`config.mk`:
```
export PLATFORM = sky130hd
export DESIGN_NAME = isp_tile_packer
export DESIGN_NICKNAME = d
export VERILOG_FILES = /design/src/rtl/isp_tile_packer.sv
export SDC_FILE = /design/constraint.sdc
export NUM_CORES = 2
export LEC_CHECK = 0
export CORE_ASPECT_RATIO = 0.8
export CORE_MARGIN = 2
export CORE_UTILIZATION = 30
export CTS_BUF_LIST = sky130_fd_sc_hd__clkbuf_8
export CTS_CLUSTER_DIAMETER = 30
export DETAILED_ROUTE_END_ITERATION = 6
export PLACE_DENSITY = 0.56
export SYNTH_ARGS = -nofsm -noshare
export SYNTH_HDL_FRONTEND = slang
export SYNTH_SLANG_ARGS = --single-unit
```
`constraint.sdc`:
```
create_clock -name clk -period 5.6 [get_ports clk]
set_input_delay 0.84 -clock clk [delete_from_list [all_inputs] [get_ports clk]]
set_output_delay 0.84 -clock clk [all_outputs]
set_load 0.05 [all_outputs]
```
`src/rtl/isp_tile_packer.sv`:
```
// -----------------------------------------------------------------------------
// isp_tile_packer
//
// Packs a raster RGB pixel stream (one pixel per cycle) into 768-bit tile rows
// of 32 pixels and writes them into the ISP half of the ping-pong pixel buffer.
// Each band of up to 32 lines is bracketed by the buffer's ready/response/done
// handshake so the consumer side can drain completed bands.
//
// Optional feature macro: ISP_PACK_FRAMING_CHECK_EN
//   When defined, pix_sof_i / pix_eol_i are checked on every transferred pixel
//   and any mismatch sets the sticky err_o. When undefined, err_o is tied to 0.
//
// Ports:
//   clk, rst_n          clock, asynchronous active-low reset
//   img_width_i         pixels per line (multiple of 32, 32..1024)
//   img_height_i        lines per frame (1..2047)
//   top_start_i         one-cycle frame start pulse
//   pix_vld_i/pix_rdy_o pixel handshake; pix_rdy_o depends on state only
//   pix_dat_i           {B, G, R} pixel
//   pix_sof_i/pix_eol_i framing markers (checked only under the macro)
//   isp_rdy_i           buffer half free for the ISP side
//   isp_resp_o          one-cycle grant acknowledge
//   isp_wen_o/isp_waddr_o/isp_wdata_o  registered buffer write port
//   isp_done_o          one-cycle band-complete pulse
//   busy_o              frame in progress
//   frame_done_o        one-cycle pulse with the final isp_done_o
//   err_o               sticky framing error
// -----------------------------------------------------------------------------
module isp_tile_packer #(
  parameter int IMGW_WIDTH     = 11,
  parameter int IMGH_WIDTH     = 11,
  parameter int PIX_WIDTH      = 24,
  parameter int LANES          = 32,
  parameter int ISP_DATA_WIDTH = 768,
  parameter int ISP_ADDR_WIDTH = 10
) (
  input  logic                      clk,
  input  logic                      rst_n,
  input  logic [IMGW_WIDTH-1:0]     img_width_i,
  input  logic [IMGH_WIDTH-1:0]     img_height_i,
  input  logic                      top_start_i,
  input  logic                      pix_vld_i,
  output logic                      pix_rdy_o,
  input  logic [PIX_WIDTH-1:0]      pix_dat_i,
  input  logic                      pix_sof_i,
  input  logic                      pix_eol_i,
  input  logic                      isp_rdy_i,
  output logic                      isp_resp_o,
  output logic                      isp_wen_o,
  output logic [ISP_ADDR_WIDTH-1:0] isp_waddr_o,
  output logic [ISP_DATA_WIDTH-1:0] isp_wdata_o,
  output logic                      isp_done_o,
  output logic                      busy_o,
  output logic                      frame_done_o,
  output logic                      err_o
);

  localparam int BUF_W = (LANES - 1) * PIX_WIDTH;

  typedef enum logic [1:0] {IDLE, WAIT_RDY, FILL, DONE} state_e;

  state_e                    state_q, state_d;
  logic                      resp_d;
  logic [5:0]                tiles_q;
  logic [IMGH_WIDTH-1:0]     lines_left_q;
  logic [9:0]                col_q;
  logic [4:0]                band_row_q;
  logic [BUF_W-1:0]          lane_buf_q;
  logic                      wen_q;
  logic [ISP_ADDR_WIDTH-1:0] waddr_q;
  logic [ISP_DATA_WIDTH-1:0] wdata_q;
  logic                      done_q;
  logic                      frame_done_q;

  // Width 1024 has bit 10 set and bits 9:5 clear, so the 6-bit slice reads 32.
  logic [5:0] tiles_in;
  logic       start_ok;
  logic       xfer;
  logic [4:0] lane;
  logic       last_lane;
  logic       last_col;
  logic       band_end;

  assign tiles_in  = img_width_i[10:5];
  assign start_ok  = top_start_i && (state_q == IDLE) &&
                     (tiles_in != 6'd0) && (img_height_i != '0);
  assign pix_rdy_o = (state_q == FILL);
  assign xfer      = pix_vld_i && pix_rdy_o;
  assign lane      = col_q[4:0];
  assign last_lane = &lane;
  assign last_col  = last_lane && ({1'b0, col_q[9:5]} == (tiles_q - 6'd1));
  // A band closes at the end of row 31 or at the end of the frame's last line.
  assign band_end  = xfer && last_col &&
                     ((&band_row_q) || (lines_left_q == IMGH_WIDTH'(1)));

  // ---------------------------------------------------------------------------
  // FSM
  // ---------------------------------------------------------------------------
  always_ff @(posedge clk or negedge rst_n) begin
    if (!rst_n) begin
      // NOTE: sequential state uses non-blocking assignments so every register
      // samples the pre-edge values, independent of statement order.
      state_q <= IDLE;
    end else begin
      state_q <= state_d;
    end
  end

  always_comb begin
    // NOTE: every output of this block gets a default first; otherwise a path
    // that skips the assignment would infer a latch.
    state_d = state_q;
    resp_d  = 1'b0;
    unique case (state_q)
      IDLE:     if (start_ok) state_d = WAIT_RDY;
      WAIT_RDY: if (isp_rdy_i) begin
                  resp_d  = 1'b1;
                  state_d = FILL;
                end
      FILL:     if (band_end) state_d = DONE;
      // lines_left_q was already decremented by the band's last line.
      DONE:     state_d = (lines_left_q != '0) ? WAIT_RDY : IDLE;
      default:  state_d = IDLE;
    endcase
  end

  assign isp_resp_o = resp_d;
  assign busy_o     = (state_q != IDLE);

  // ---------------------------------------------------------------------------
  // Counters, write port and handshake pulses
  // ---------------------------------------------------------------------------
  always_ff @(posedge clk or negedge rst_n) begin
    if (!rst_n) begin
      tiles_q      <= '0;
      lines_left_q <= '0;
      col_q        <= '0;
      band_row_q   <= '0;
      wen_q        <= 1'b0;
      waddr_q      <= '0;
      wdata_q      <= '0;
      done_q       <= 1'b0;
      frame_done_q <= 1'b0;
    end else begin
      wen_q        <= xfer && last_lane;
      // DONE lasts one cycle and follows the final write, so registering its
      // decode places isp_done_o one cycle after the last isp_wen_o.
      done_q       <= (state_q == DONE);
      frame_done_q <= (state_q == DONE) && (lines_left_q == '0);

      if (start_ok) begin
        tiles_q      <= tiles_in;
        lines_left_q <= img_height_i;
        col_q        <= '0;
        band_row_q   <= '0;
      end else if (xfer) begin
        if (last_col) begin
          col_q        <= '0;
          band_row_q   <= band_row_q + 5'd1;
          lines_left_q <= lines_left_q - IMGH_WIDTH'(1);
        end else begin
          col_q <= col_q + 10'd1;
        end
      end

      if (xfer && last_lane) begin
        waddr_q <= {band_row_q, col_q[9:5]};
        wdata_q <= {pix_dat_i, lane_buf_q};
      end
    end
  end

  // NOTE: the lane buffer has no reset: lanes 0..30 are always rewritten
  // before lane 31 copies them out, so reset would only cost flops.
  always_ff @(posedge clk) begin
    if (xfer && !last_lane) begin
      lane_buf_q[lane*PIX_WIDTH +: PIX_WIDTH] <= pix_dat_i;
    end
  end

  assign isp_wen_o    = wen_q;
  assign isp_waddr_o  = waddr_q;
  assign isp_wdata_o  = wdata_q;
  assign isp_done_o   = done_q;
  assign frame_done_o = frame_done_q;

  // ---------------------------------------------------------------------------
  // Optional framing check
  // ---------------------------------------------------------------------------
`ifdef ISP_PACK_FRAMING_CHECK_EN
  logic err_q;
  logic first_q;

  always_ff @(posedge clk or negedge rst_n) begin
    if (!rst_n) begin
      err_q   <= 1'b0;
      first_q <= 1'b0;
    end else if (start_ok) begin
      err_q   <= 1'b0;
      first_q <= 1'b1;
    end else if (xfer) begin
      first_q <= 1'b0;
      if ((pix_sof_i != first_q) || (pix_eol_i != last_col)) begin
        err_q <= 1'b1;
      end
    end
  end

  assign err_o = err_q;
`else
  assign err_o = 1'b0;
`endif

  // Width LSBs are ignored by design; framing markers are unused without the check.
  logic unused_inputs;
  assign unused_inputs = ^{img_width_i[4:0], pix_sof_i, pix_eol_i};

endmodule

```
==> metrics <==
Ys Warns=0; clk root buf=clkbuf_8; design area=80170 sq um; Flop pwr share=32.9%; Worst-Margin Slew=1332 ps; Internal=0.02244 W; total number of vias=39762; part of the power in combinational logic=32.0%; grt ovf=0; Num CTS Buffers=346; post_cts resized=0; Rows=147; WL per Instance=27.38 um; MaxCap Viol Count=0; Seq/Total Area, Yosys=70.98%; CP endpoint kind=flop; Total Nets Final=5316; first-pass GRT wire length=311000 um; VDD IR max=0.9803 mV; post-layout util=40.06%; ys async rst share=52.28%; area grow syn2layout=33.15%; worst hold path type=reg2reg; clock power share=35.1%; vias in the first global route=40480; Final Hold Viols=0; Synth Area per Inst=14.55 sq um; Die Area=204300 sq um; Die Ht=404.7 um; Final Wtd Congestion=0.9086; Tot Pwr=0.03777 W; Critical Path RT=6220 ps; # setup viols final=0; Die W=504.9 um; setup TNS=0 ps; drt drc=0; Yosys reg bits=1559; Min Hold Slack=418.7 ps; fin crit period=4801 ps; RSZ-0062 raised after global routing=no; maximum fanout along the worst path=8; Top Ports=838; antenna-violating nets left=0; cell taking the most area after synthesis=edfxtp_1; Pre-antenna DRT Iters=6; Clk Latency, worst-skew pair=1040 ps; CTS clock-pin slew for the worst setup and hold paths=60 ps; Pins Over Slew Limit=0; fraction of layout cells with a size suffix above 1=29.25%; IO buf count=829; largest net degree at the start of global routing=137; DP Area=72870 sq um; EDFF count, synth=744; Layout Skew=85.75 ps; pwr dens=471.2 nW/um^2; Switching Share=40.60%; starting density of the core=30.09%; top-area cell type share of the netlist area=37.10%; Synth area leaders=edfxtp_1 (37%), dfrtp_1 (34%), mux2_2 (15%); ys flop type=dfrtp_1; initial antenna violation count=12; H-tree depth=5; Routed WL=224500 um; leakage power=32.47 nW; P_sw=0.01533 W; Syn Inst Count=4137; run status=finished, final reports clean; GR Util All Layers=21.49%; CP Launch Type=flop; Final period util=85.72%; Syn Nets=4210; Core Area=200100 sq um; Distinct cells, synth=73; DP Wirelength=156500 um; CTS Sinks=1559; Bufs on Longest Clock Path=4; CTS tree=done; Worst Path Arrival=5420 ps; Slew HR=10.89%; via/cell ratio=4.850; fmax=0.2083 GHz; cell area after synthesis=60210 sq um; Crit Path Category=reg2reg; DRT iter0 DRCs=3435
## placed cells by master, fill, tap and decap left out, drive strengths merged, types with 4 or more instances in the layout
cell type / netlist / routed
a31oi: 33 / 33
nand4: 17 / 17
clkinvlp: 0 / 28
nand2: 146 / 146
clkbuf: 215 / 374
a32oi: 4 / 4
inv: 18 / 100
a22oi: 32 / 32
a22o: 4 / 4
and3: 9 / 9
nor4: 5 / 5
o211ai: 9 / 9
a21oi: 29 / 29
edfxtp: 744 / 744
ha: 19 / 19
nand2b: 6 / 6
nand3b: 4 / 4
mux2: 791 / 791
a211oi: 13 / 13
o2111ai: 4 / 4
clkinv: 1 / 98
buf: 80 / 224
dfrtp: 815 / 815
nor3: 167 / 167
and2: 4 / 4
o21ai: 64 / 64
xor2: 12 / 12
clkdlybuf4s50: 0 / 828
diode: 0 / 6
nor2b: 5 / 5
o22ai: 52 / 52
nor2: 711 / 711
mux2i: 26 / 26
xnor2: 13 / 13
or2: 5 / 5
nand3: 37 / 37
or3: 4 / 4
bufinv: 0 / 35
## power by group through the flow
stage | registers (W) | clock network [W] | logic (W)
6_report | 0.0124 | 0.0132 | 0.0121
5_1_grt | 0.0124 | 0.0141 | 0.0127
4_1_cts | 0.0124 | 0.0135 | 0.0122
3_5_place_dp | 0.0126 | 0 | 0.0122
3_3_place_gp | 0.0126 | 0 | 0.0121
2_1_floorplan | 0.0126 | 0 | 0.00557
## metal layers
metal  up-vias  track usage, %  wire, um
met2      1679           34.14    105600
met3       361           6.094     17450
met4         2           7.606      7224
met1     20608           28.06     94190
li1      17112               -         -
met5         -               0        13
## cells in the mapped netlist (29+ instances only)
library cell / n
clkbuf_1: 215
dfrtp_1: 815
edfxtp_1: 744
a21oi_1: 29
nand3_1: 34
nor2_1: 710
a31oi_1: 33
nor3_1: 164
buf_2: 63
o21ai_0: 43
mux2_2: 791
a22oi_1: 32
o22ai_1: 52
nand2_1: 146
## sequential cells by signal, indices dropped and copies added, names as in the netlist, 2 cells and up
register and cells:
band_row_q 5, state_q 2, lines_left_q 11, col_q 10
isp_waddr_o 10, tiles_q 6, isp_wdata_o 768, lane_buf_q 744
## path summary, 6_finish.rpt
| kind | startpoint | to | slack (ps) | cells past startpoint |
|---|---|---|---|---|
| setup reg to reg | col_q[1] | lane_buf_q[53] | 800 | 13 |
| hold / removal | lane_buf_q[347] | isp_wdata_o[347] | 420 | 1 |
| min in group asynchronous | rst_n | isp_wdata_o[261] | 510 | 2 |
| setup / recovery | col_q[1] | lane_buf_q[53] | 800 | 13 |
| max in group asynchronous | rst_n | isp_wdata_o[610] | 3520 | 3 |
| hold reg to reg | lane_buf_q[347] | isp_wdata_o[347] | 420 | 1 |
## critical path, cell delays in order, from the launching register on
cell       delay [ps]
dfrtp_1           430
ha_1              280
fa_1              460
a211o_1           340
a21o_1            280
a2111oi_4         410
ha_1              260
buf_4             210
inv_1             140
nor3_1            230
buf_4             190
nand3_1           120
buf_4             240
nor2_1            840
## kinds of logic after synthesis
kind of cell	share of synthesized area, %
AO/OA/AOI/OAI	2.926
XOR/XNOR	0.4011
adder cells (fa/ha/maj)	0.4281
buffers and inverters	2.113
flip-flops	70.98
multiplexers	15.23
other	0.006228
AND/OR/NAND/NOR	7.923
## per-stage QoR
stage,setup slack [ps],instances
2_1_floorplan,928.8,4137
3_3_place_gp,794.3,7576
3_5_place_dp,750.1,7576
4_1_cts,756.1,8193
5_1_grt,610.8,8199
6_report,799.5,8199
## layout make-up
cell class / instances / area [sq um]
diodes: 6 / 15.01
clock buffers: 374 / 5147
clock inverters: 242 / 2125
fillers: 18851 / 119900
inverters: 19 / 71.32
multi-input cells: 2264 / 16560
flip-flops and latches: 1559 / 42740
well taps: 2682 / 3356
repair buffers: 1053 / 10160
## repair_timing
action,4_1_cts,5_1_grt
buffers inserted,0,0
hold endpoints to repair,61,0
hold buffers,1,0
No activity file was read; power rests on OpenSTA's default activity.
